==> config.mk <==
export PLATFORM = sky130hd
export DESIGN_NAME = ras_ctrl_flat
export DESIGN_NICKNAME = d
export VERILOG_FILES = /design/src/rtl/ras_ctrl_if.sv /design/src/rtl/ras_ctrl.sv /design/src/flat_wrapper.sv
export SDC_FILE = /design/constraint.sdc
export NUM_CORES = 1
export LEC_CHECK = 0
export BUFFER_PORTS_ARGS = -buffer_cell sky130_fd_sc_hd__buf_4
export CAP_MARGIN = 30
export CORE_MARGIN = 1
export CORE_UTILIZATION = 48
export CTS_CLUSTER_DIAMETER = 80
export DETAILED_ROUTE_END_ITERATION = 8
export PLACE_DENSITY = 0.68
export SYNTH_ARGS = -nofsm -noshare
export SYNTH_HDL_FRONTEND = slang
export SYNTH_SLANG_ARGS = --single-unit
==> constraint.sdc <==
create_clock -name clk -period 3.8 [get_ports clk]
set_input_delay 0.38 -clock clk [delete_from_list [all_inputs] [get_ports clk]]
set_output_delay 0.38 -clock clk [all_outputs]
set_load 0.01 [all_outputs]
==> src/rtl/ras_ctrl_if.sv <==
// ras_ctrl_if -- bundle of every non-clock signal between the fetch/decode
// front end, the RAS controller and the return address stack.
//
// Signal groups (direction as seen by the controller, i.e. the slave side):
//   fetch predecode : if_call_i, if_ret_i, if_pc_i                  (in)
//   decode events   : id_valid_i, id_link_i, id_return_i, id_pc_i   (in)
//                     id_ready_o                                    (out)
//   recovery        : redirect_i                                    (in)
//   RAS predictor   : ras_push_o, ras_pop_o, ras_push_addr_o        (out)
//   RAS correction  : corr_addr_o, corr_link_o, corr_return_o       (out)
//   RAS flush       : fllush_o                                      (out)
//   status          : busy_o, spec_depth_o                          (out)
//
// The master modport is the environment that drives the front-end inputs;
// the slave modport is the controller itself.
interface ras_ctrl_if #(
  parameter int RAS_NUM = 8
) ();

  localparam int DW = $clog2(RAS_NUM) + 1;

  logic          if_call_i;
  logic          if_ret_i;
  logic [31:0]   if_pc_i;

  logic          id_valid_i;
  logic          id_link_i;
  logic          id_return_i;
  logic [31:0]   id_pc_i;
  logic          id_ready_o;

  logic          redirect_i;

  logic          ras_push_o;
  logic          ras_pop_o;
  logic [31:0]   ras_push_addr_o;

  logic [31:0]   corr_addr_o;
  logic          corr_link_o;
  logic          corr_return_o;
  logic          fllush_o;

  logic          busy_o;
  logic [DW-1:0] spec_depth_o;

  modport master (
    output if_call_i, if_ret_i, if_pc_i,
    output id_valid_i, id_link_i, id_return_i, id_pc_i,
    output redirect_i,
    input  id_ready_o,
    input  ras_push_o, ras_pop_o, ras_push_addr_o,
    input  corr_addr_o, corr_link_o, corr_return_o, fllush_o,
    input  busy_o, spec_depth_o
  );

  modport slave (
    input  if_call_i, if_ret_i, if_pc_i,
    input  id_valid_i, id_link_i, id_return_i, id_pc_i,
    input  redirect_i,
    output id_ready_o,
    output ras_push_o, ras_pop_o, ras_push_addr_o,
    output corr_addr_o, corr_link_o, corr_return_o, fllush_o,
    output busy_o, spec_depth_o
  );

endinterface

==> src/rtl/ras_ctrl.sv <==
// ras_ctrl -- return address stack controller.
//
// Drives speculative pushes/pops from fetch predecode into the RAS, queues
// decode-time link/return corrections and replays them in order, and on a
// branch redirect drains the corrections, flushes the RAS for one cycle and
// suppresses fetch-side RAS traffic for HOLD_CYC cycles afterwards.
//
// Ports:
//   clk    : sole clock, rising edge
//   rst_n  : asynchronous active-low reset
//   bus    : ras_ctrl_if slave modport (fetch, decode, redirect inputs;
//            RAS push/pop/correction/flush outputs; busy and speculative
//            depth status)
//
// Parameters:
//   RAS_NUM  : RAS entry count (power of 2, must match the RAS and bus)
//   CQ_DEPTH : correction queue entries (power of 2, >= 2)
//   HOLD_CYC : post-flush fetch-suppress cycles (>= 1)
module ras_ctrl #(
  parameter int RAS_NUM  = 8,
  parameter int CQ_DEPTH = 4,
  parameter int HOLD_CYC = 2
) (
  input  logic      clk,
  input  logic      rst_n,
  ras_ctrl_if.slave bus
);

  localparam int DW = $clog2(RAS_NUM) + 1;
  localparam int PW = $clog2(CQ_DEPTH);
  localparam int CW = PW + 1;
  localparam int HW = $clog2(HOLD_CYC) + 1;

  localparam logic [DW-1:0] DEPTH_MAX = DW'(RAS_NUM);
  localparam logic [CW-1:0] CQ_FULL   = CW'(CQ_DEPTH);
  localparam logic [HW-1:0] HOLD_LAST = HW'(HOLD_CYC - 1);

  typedef enum logic [1:0] {
    IDLE,
    DRAIN,
    FLUSH,
    HOLD
  } state_e;

  typedef struct packed {
    logic        link;
    logic        ret;
    logic [31:0] pc;
  } cq_entry_t;

  state_e        state_q, state_d;

  cq_entry_t     cq_mem_q [CQ_DEPTH];
  logic [PW-1:0] wr_ptr_q, wr_ptr_d;
  logic [PW-1:0] rd_ptr_q, rd_ptr_d;
  logic [CW-1:0] count_q, count_d;

  logic [HW-1:0] hold_cnt_q, hold_cnt_d;
  logic [DW-1:0] spec_depth_q, spec_depth_d;
  logic [DW-1:0] commit_depth_q, commit_depth_d;

  logic          push_q, push_d;
  logic          pop_q, pop_d;
  logic [31:0]   push_addr_q, push_addr_d;
  logic          corr_link_q, corr_link_d;
  logic          corr_ret_q, corr_ret_d;
  logic [31:0]   corr_addr_q, corr_addr_d;
  logic          flush_q, flush_d;

  logic          cq_full;
  logic          cq_empty;
  logic          cq_accept;
  logic          cq_pop;
  cq_entry_t     cq_head;
  logic          fetch_push;
  logic          fetch_pop;

  assign cq_full   = (count_q == CQ_FULL);
  assign cq_empty  = (count_q == '0);
  // Events carrying neither flag have no effect on the RAS, so they are dropped.
  assign cq_accept = bus.id_valid_i && !cq_full && (bus.id_link_i || bus.id_return_i);
  // Corrections are only replayed while the RAS is not being flushed or held.
  assign cq_pop    = ((state_q == IDLE) || (state_q == DRAIN)) && !cq_empty;
  assign cq_head   = cq_mem_q[rd_ptr_q];

  assign fetch_push = (state_q == IDLE) && bus.if_call_i;
  assign fetch_pop  = (state_q == IDLE) && bus.if_ret_i;

  // FSM state register.
  always_ff @(posedge clk or negedge rst_n) begin
    if (!rst_n) begin
      state_q <= IDLE;
    end else begin
      state_q <= state_d;
    end
  end

  // FSM next-state logic. A redirect while draining is absorbed because the
  // drain already ends in a flush; a redirect during flush/hold must drain
  // whatever arrived since, so it restarts DRAIN.
  always_comb begin
    state_d = state_q;
    case (state_q)
      IDLE: begin
        if (bus.redirect_i) state_d = DRAIN;
      end
      DRAIN: begin
        if (cq_empty) state_d = FLUSH;
      end
      FLUSH: begin
        state_d = bus.redirect_i ? DRAIN : HOLD;
      end
      HOLD: begin
        if (bus.redirect_i) begin
          state_d = DRAIN;
        end else if (hold_cnt_q == HOLD_LAST) begin
          state_d = IDLE;
        end
      end
      default: state_d = IDLE;
    endcase
  end

  // Output and datapath next-state logic. Everything facing the RAS is
  // computed here and registered below, giving one cycle of latency.
  always_comb begin
    push_d         = fetch_push;
    // A lone pop on an empty speculative stack would underflow the RAS.
    pop_d          = fetch_pop && (fetch_push || (spec_depth_q != '0));
    push_addr_d    = (state_q == IDLE) ? (bus.if_pc_i + 32'd8) : push_addr_q;

    corr_link_d    = cq_pop && cq_head.link;
    corr_ret_d     = cq_pop && cq_head.ret;
    corr_addr_d    = cq_pop ? cq_head.pc : corr_addr_q;

    flush_d        = (state_d == FLUSH);
    hold_cnt_d     = (state_q == HOLD) ? (hold_cnt_q + HW'(1)) : '0;

    wr_ptr_d       = cq_accept ? (wr_ptr_q + PW'(1)) : wr_ptr_q;
    rd_ptr_d       = cq_pop ? (rd_ptr_q + PW'(1)) : rd_ptr_q;
    count_d        = count_q + CW'(cq_accept) - CW'(cq_pop);

    // Once corrections have drained, the committed depth is the truth and
    // replaces whatever the speculative stack had drifted to.
    spec_depth_d   = spec_depth_q;
    if (state_q == FLUSH) begin
      spec_depth_d = commit_depth_q;
    end else if (fetch_push && !fetch_pop) begin
      if (spec_depth_q != DEPTH_MAX) spec_depth_d = spec_depth_q + DW'(1);
    end else if (fetch_pop && !fetch_push) begin
      if (spec_depth_q != '0) spec_depth_d = spec_depth_q - DW'(1);
    end

    commit_depth_d = commit_depth_q;
    if (cq_pop) begin
      if (cq_head.link && !cq_head.ret) begin
        if (commit_depth_q != DEPTH_MAX) commit_depth_d = commit_depth_q + DW'(1);
      end else if (cq_head.ret && !cq_head.link) begin
        if (commit_depth_q != '0) commit_depth_d = commit_depth_q - DW'(1);
      end
    end
  end

  // Datapath and output registers.
  always_ff @(posedge clk or negedge rst_n) begin
    if (!rst_n) begin
      wr_ptr_q       <= '0;
      rd_ptr_q       <= '0;
      count_q        <= '0;
      hold_cnt_q     <= '0;
      spec_depth_q   <= '0;
      commit_depth_q <= '0;
      push_q         <= 1'b0;
      pop_q          <= 1'b0;
      push_addr_q    <= '0;
      corr_link_q    <= 1'b0;
      corr_ret_q     <= 1'b0;
      corr_addr_q    <= '0;
      flush_q        <= 1'b0;
    end else begin
      wr_ptr_q       <= wr_ptr_d;
      rd_ptr_q       <= rd_ptr_d;
      count_q        <= count_d;
      hold_cnt_q     <= hold_cnt_d;
      spec_depth_q   <= spec_depth_d;
      commit_depth_q <= commit_depth_d;
      push_q         <= push_d;
      pop_q          <= pop_d;
      push_addr_q    <= push_addr_d;
      corr_link_q    <= corr_link_d;
      corr_ret_q     <= corr_ret_d;
      corr_addr_q    <= corr_addr_d;
      flush_q        <= flush_d;
    end
  end

  // Queue storage needs no reset: occupancy is tracked by count_q alone.
  always_ff @(posedge clk) begin
    if (cq_accept) begin
      cq_mem_q[wr_ptr_q] <= '{link: bus.id_link_i, ret: bus.id_return_i, pc: bus.id_pc_i};
    end
  end

  assign bus.id_ready_o      = !cq_full;
  assign bus.ras_push_o      = push_q;
  assign bus.ras_pop_o       = pop_q;
  assign bus.ras_push_addr_o = push_addr_q;
  assign bus.corr_link_o     = corr_link_q;
  assign bus.corr_return_o   = corr_ret_q;
  assign bus.corr_addr_o     = corr_addr_q;
  assign bus.fllush_o        = flush_q;
  assign bus.busy_o          = (state_q != IDLE);
  assign bus.spec_depth_o    = spec_depth_q;

endmodule

==> src/flat_wrapper.sv <==
// flat-port wrapper written by rule: the top's interface ports become plain ports
module ras_ctrl_flat 
#(
  parameter int RAS_NUM  = 8,
  parameter int CQ_DEPTH = 4,
  parameter int HOLD_CYC = 2
)
  (clk, rst_n, bus_if_call_i, bus_if_ret_i, bus_if_pc_i, bus_id_valid_i, bus_id_link_i, bus_id_return_i, bus_id_pc_i, bus_redirect_i, bus_id_ready_o, bus_ras_push_o, bus_ras_pop_o, bus_ras_push_addr_o, bus_corr_addr_o, bus_corr_link_o, bus_corr_return_o, bus_fllush_o, bus_busy_o, bus_spec_depth_o);
  ras_ctrl_if #(.RAS_NUM(RAS_NUM)) bus_i ();
  input  logic clk;
  input  logic rst_n;
  input wire logic [$bits(bus_i.if_call_i)-1:0] bus_if_call_i;
  input wire logic [$bits(bus_i.if_ret_i)-1:0] bus_if_ret_i;
  input wire logic [$bits(bus_i.if_pc_i)-1:0] bus_if_pc_i;
  input wire logic [$bits(bus_i.id_valid_i)-1:0] bus_id_valid_i;
  input wire logic [$bits(bus_i.id_link_i)-1:0] bus_id_link_i;
  input wire logic [$bits(bus_i.id_return_i)-1:0] bus_id_return_i;
  input wire logic [$bits(bus_i.id_pc_i)-1:0] bus_id_pc_i;
  input wire logic [$bits(bus_i.redirect_i)-1:0] bus_redirect_i;
  output wire logic [$bits(bus_i.id_ready_o)-1:0] bus_id_ready_o;
  output wire logic [$bits(bus_i.ras_push_o)-1:0] bus_ras_push_o;
  output wire logic [$bits(bus_i.ras_pop_o)-1:0] bus_ras_pop_o;
  output wire logic [$bits(bus_i.ras_push_addr_o)-1:0] bus_ras_push_addr_o;
  output wire logic [$bits(bus_i.corr_addr_o)-1:0] bus_corr_addr_o;
  output wire logic [$bits(bus_i.corr_link_o)-1:0] bus_corr_link_o;
  output wire logic [$bits(bus_i.corr_return_o)-1:0] bus_corr_return_o;
  output wire logic [$bits(bus_i.fllush_o)-1:0] bus_fllush_o;
  output wire logic [$bits(bus_i.busy_o)-1:0] bus_busy_o;
  output wire logic [$bits(bus_i.spec_depth_o)-1:0] bus_spec_depth_o;
  assign bus_i.if_call_i = bus_if_call_i;
  assign bus_i.if_ret_i = bus_if_ret_i;
  assign bus_i.if_pc_i = bus_if_pc_i;
  assign bus_i.id_valid_i = bus_id_valid_i;
  assign bus_i.id_link_i = bus_id_link_i;
  assign bus_i.id_return_i = bus_id_return_i;
  assign bus_i.id_pc_i = bus_id_pc_i;
  assign bus_i.redirect_i = bus_redirect_i;
  assign bus_id_ready_o = bus_i.id_ready_o;
  assign bus_ras_push_o = bus_i.ras_push_o;
  assign bus_ras_pop_o = bus_i.ras_pop_o;
  assign bus_ras_push_addr_o = bus_i.ras_push_addr_o;
  assign bus_corr_addr_o = bus_i.corr_addr_o;
  assign bus_corr_link_o = bus_i.corr_link_o;
  assign bus_corr_return_o = bus_i.corr_return_o;
  assign bus_fllush_o = bus_i.fllush_o;
  assign bus_busy_o = bus_i.busy_o;
  assign bus_spec_depth_o = bus_i.spec_depth_o;
  ras_ctrl #(.RAS_NUM(RAS_NUM), .CQ_DEPTH(CQ_DEPTH), .HOLD_CYC(HOLD_CYC)) u_core (.clk(clk), .rst_n(rst_n), .bus(bus_i));
endmodule
==> metrics.txt <==
# TYPE chip_impl_metric gauge
chip_impl_metric{name="postSynthCellCount",unit=""} 631
chip_impl_metric{name="finalHoldViolCount",unit=""} 52
chip_impl_metric{name="power_density",unit="mW/mm^2"} 816
chip_impl_info{name="rsz0062_at_grt",value="no"} 1
chip_impl_metric{name="detail_route.first_pass.iterations",unit=""} 4
chip_impl_metric{name="number_of_remaining_drc_errors",unit=""} 0
chip_impl_metric{name="synth-edff-count",unit=""} 136
chip_impl_metric{name="worst_slew_margin_rel",unit="%"} 36.8
chip_impl_metric{name="post-route-min-period",unit="ns"} 2.76
chip_impl_metric{name="fmaxAchievable",unit="MHz"} 362
chip_impl_metric{name="mappedNetlistArea",unit="mm^2"} 0.00912
chip_impl_info{name="critPathLaunchType",value="register"} 1
chip_impl_metric{name="die_width",unit="um"} 140
chip_impl_metric{name="grt_antenna_before_repair",unit=""} 0
chip_impl_metric{name="multi_input_area",unit="mm^2"} 0.00270
chip_impl_info{name="synthTopCellsByCount",value="136 x sky130_fd_sc_hd__edfxtp_1, 122 x sky130_fd_sc_hd__nand2_1, 88 x sky130_fd_sc_hd__dfrtp_1, 39 x sky130_fd_sc_hd__nor2_1, 34 x sky130_fd_sc_hd__mux4_2"} 1
chip_impl_info{name="grt_most_used_layer",value="met2"} 1
chip_impl_metric{name="setup_total_negative_slack",unit="ns"} 0
chip_impl_metric{name="globalRouteTotalUtil",unit="%"} 19.9
chip_impl_metric{name="synth_top_area_share",unit="%"} 44.8
chip_impl_metric{name="utilization",unit="%"} 60.4
chip_impl_metric{name="critPathRequiredTime",unit="ns"} 4.18
chip_impl_metric{name="grt_use_met2",unit="%"} 34.6
chip_impl_metric{name="cts.path.max_buffers",unit=""} 3
chip_impl_metric{name="finalInstanceArea",unit="mm^2"} 0.0113
chip_impl_metric{name="buffer_ports.inserted",unit=""} 146
chip_impl_metric{name="routed_wire_length_per_instance",unit="um"} 18.1
chip_impl_metric{name="gp_routability_congestion",unit=""} 0.873
chip_impl_metric{name="n_fill_cell",unit=""} 1442
chip_impl_metric{name="ctsHtreeMaxLevel",unit=""} 1
chip_impl_metric{name="ios",unit=""} 147
chip_impl_info{name="post-synth-top-area-cell",value="sky130_fd_sc_hd__edfxtp_1"} 1
chip_impl_metric{name="critical_path_peak_fanout",unit=""} 56
chip_impl_metric{name="cts_repair_resize_count",unit=""} 0
chip_impl_info{name="cts_tree",value="built"} 1
chip_impl_metric{name="via_count",unit=""} 5596
chip_impl_metric{name="chipHeight",unit="um"} 140
chip_impl_info{name="cp-end-kind",value="register"} 1
chip_impl_metric{name="totalPowerFinal",unit="uW"} 9190
chip_impl_metric{name="clock_pin_slew_reported_for_the_worst_setup_and_hold_paths_after_clock_tree_synthesis",unit="ns"} 0.06
chip_impl_metric{name="synth_seq_area_share",unit="%"} 68.9
chip_impl_metric{name="dpl_cell_area",unit="mm^2"} 0.0105
chip_impl_metric{name="synthesis.nets",unit=""} 719
chip_impl_metric{name="clk-insertion-delay-late",unit="ns"} 0.51
chip_impl_metric{name="ir_drop",unit="mV"} 0.401
chip_impl_metric{name="drive_above_1_share",unit="%"} 29.7
chip_impl_metric{name="timing.clock.skew",unit="ns"} 0.00808
chip_impl_metric{name="total_die_area",unit="mm^2"} 0.0196
chip_impl_metric{name="cts_setup_buffers",unit=""} 0
chip_impl_metric{name="max_cap_violations",unit=""} 0
chip_impl_metric{name="finish.net_count",unit=""} 874
chip_impl_metric{name="maximum_number_of_pins_on_one_net_before_global_route_repair",unit=""} 63
chip_impl_metric{name="worst_pin_slew",unit="ns"} 0.949
chip_impl_metric{name="final-seq-area",unit="mm^2"} 0.00629
chip_impl_metric{name="worst-endpoint-arrival",unit="ns"} 3.15
chip_impl_metric{name="yosys.cell_types.count",unit=""} 40
chip_impl_metric{name="flip_flop_and_latch_count_after_synthesis",unit=""} 224
chip_impl_info{name="synthMostInstantiatedCell",value="sky130_fd_sc_hd__edfxtp_1"} 1
chip_impl_metric{name="timing_max_transition_violations_final",unit=""} 0
chip_impl_metric{name="initial_core_util",unit="%"} 48.9
chip_impl_metric{name="clkSinkCount",unit=""} 224
chip_impl_metric{name="cts_made_buffers",unit=""} 24
chip_impl_info{name="status",value="complete, but fails checks"} 1
chip_impl_metric{name="gr-total-overflow",unit=""} 0
chip_impl_metric{name="grt_first_pass_wirelength",unit="mm"} 30.3
chip_impl_info{name="class_of_the_most_critical_setup_path",value="reg2reg"} 1
chip_impl_metric{name="finalSetupViolCount",unit=""} 0
chip_impl_metric{name="post_drt_via_cell_ratio",unit=""} 5.39
chip_impl_info{name="failed_checks",value="hold timing"} 1
chip_impl_metric{name="drt_iter0_drc",unit=""} 249
chip_impl_metric{name="detail-route-antenna-nets",unit=""} 0
chip_impl_metric{name="async_flop_share",unit="%"} 39.3
chip_impl_info{name="clockRootBuffer",value="sky130_fd_sc_hd__clkbuf_16"} 1
chip_impl_metric{name="hpwl_reported_at_the_end_of_detailed_placement",unit="mm"} 12.0
chip_impl_metric{name="fin_crit_sh",unit="%"} 72.8
chip_impl_metric{name="row_count",unit=""} 50
chip_impl_info{name="ys.flop_type",value="sky130_fd_sc_hd__edfxtp_1"} 1
chip_impl_metric{name="synthToLayoutAreaGrowth",unit="%"} 23.4
chip_impl_metric{name="grt_util_met1",unit="%"} 25.1
chip_impl_metric{name="static-leakage-power",unit="uW"} 0.00445
chip_impl_metric{name="core_area",unit="mm^2"} 0.0186
chip_impl_metric{name="final_wirelength",unit="mm"} 18.8
chip_impl_metric{name="n_antenna_cell",unit=""} 0
chip_impl_metric{name="global_route.usage.met3",unit="%"} 4.37
chip_impl_info{name="yosys-top-cells-area",value="sky130_fd_sc_hd__edfxtp_1 45%, sky130_fd_sc_hd__dfrtp_1 24%, sky130_fd_sc_hd__mux4_2 8.4%"} 1
chip_impl_metric{name="hold-worst-slack",unit="ns"} -0.0235
chip_impl_metric{name="cts_hold_buf",unit=""} 0
chip_impl_info{name="worstHoldPathType",value="in2async"} 1
chip_impl_metric{name="first_global_vias",unit=""} 5935
chip_impl_metric{name="synthesis.area_per_instance",unit="um^2"} 14.5
chip_impl_metric{name="synth-warning-count",unit=""} 0
## where the power goes
group	switching [uW]	leakage, uW	internal (uW)	total, uW
Combinational	1700	0.00180	1470	3170
Clock	933	0.000384	1370	2300
Sequential	394	0.00227	3320	3710
Total	3030	0.00445	6160	9190
## flip-flops by register name, summed over array words and instances (netlist names)
register,flops
u_core.bus.corr_addr_o,32
u_core.bus.corr_link_o,1
u_core.bus.corr_return_o,1
u_core.bus.fllush_o,1
u_core.bus.ras_pop_o,1
u_core.bus.ras_push_addr_o,32
u_core.bus.ras_push_o,1
u_core.bus.spec_depth_o,4
u_core.commit_depth_q,4
u_core.count_q,3
u_core.cq_mem_q,136
u_core.hold_cnt_q,2
u_core.rd_ptr_q,2
u_core.state_q,2
u_core.wr_ptr_q,2
## worst max-delay path, stage by stage, from the launching register on
cell                       delay (ns)
sky130_fd_sc_hd__dfrtp_1         0.46
sky130_fd_sc_hd__nor2_4          0.15
sky130_fd_sc_hd__buf_4           0.45
sky130_fd_sc_hd__nand2_1         0.20
sky130_fd_sc_hd__ha_1            0.27
sky130_fd_sc_hd__inv_1           0.12
sky130_fd_sc_hd__ha_1            0.28
sky130_fd_sc_hd__o21a_1          0.12
sky130_fd_sc_hd__o21ai_0         0.24
sky130_fd_sc_hd__a31oi_1         0.13
sky130_fd_sc_hd__nand3b_1        0.20
## metal layers
metal | vias up | share of wire, %
met5 | - | 0
met4 | 0 | 1.4
met3 | 26 | 7.1
met2 | 187 | 50
met1 | 2780 | 42
li1 | 2603 | -
## final cells by class
cell class / instances / share of cell area (%)
clock buffers: 28 / 5.83
clock inverters: 16 / 1.20
inverters: 12 / 0.400
multi-input cells: 372 / 24.0
flip-flops and latches: 224 / 55.9
well taps: 234 / 2.60
repair buffers: 152 / 10.1
## worst paths after layout
check	start	to	slack, ns	depth (start not counted)
max	u_core.state_q[0]	u_core.bus.spec_depth_o[3]	1.04	10
min	rst_n	u_core.commit_depth_q[1]	-0.02	1
max reg2reg	u_core.state_q[0]	u_core.bus.spec_depth_o[3]	1.04	10
min reg2reg	u_core.hold_cnt_q[0]	u_core.hold_cnt_q[0]	0.45	1
max in group asynchronous	rst_n	u_core.bus.ras_push_addr_o[22]	2.93	2
min in group clk	bus_id_pc_i[30]	u_core.cq_mem_q[0][30]	0.07	1
## kinds of logic after synthesis
logic type,count (synthesis),share of synthesized area (%)
simple gates,226,11.1
xor+xnor,38,3.65
flops,224,68.9
buf+inv,35,1.62
fa+ha+maj,16,2.36
mux,39,9.01
compound gates,53,3.32
## cells in the final DEF (no fill, tap or decap), drive strengths merged, types with 9 or more instances in the layout
cell and count:
buf 152, edfxtp 136, nand2 122, dfrtp 88, nor2 39, mux4 34, a21oi 32, clkbuf 28
xnor2 23, nand3 16, xor2 15, ha 14, clkinv 12, inv 11, nor4 9, and2 9
## metrics by stage
| step | instances | worst slack (ns) |
|---|---|---|
| finish | 1038 | 1.04 |
| global route | 1038 | 0.855 |
| CTS | 1038 | 1.07 |
| detailed placement | 994 | 1.09 |
| global placement | 994 | 1.33 |
| floorplan | 631 | 1.35 |
Power figures use the tool's default switching activity.
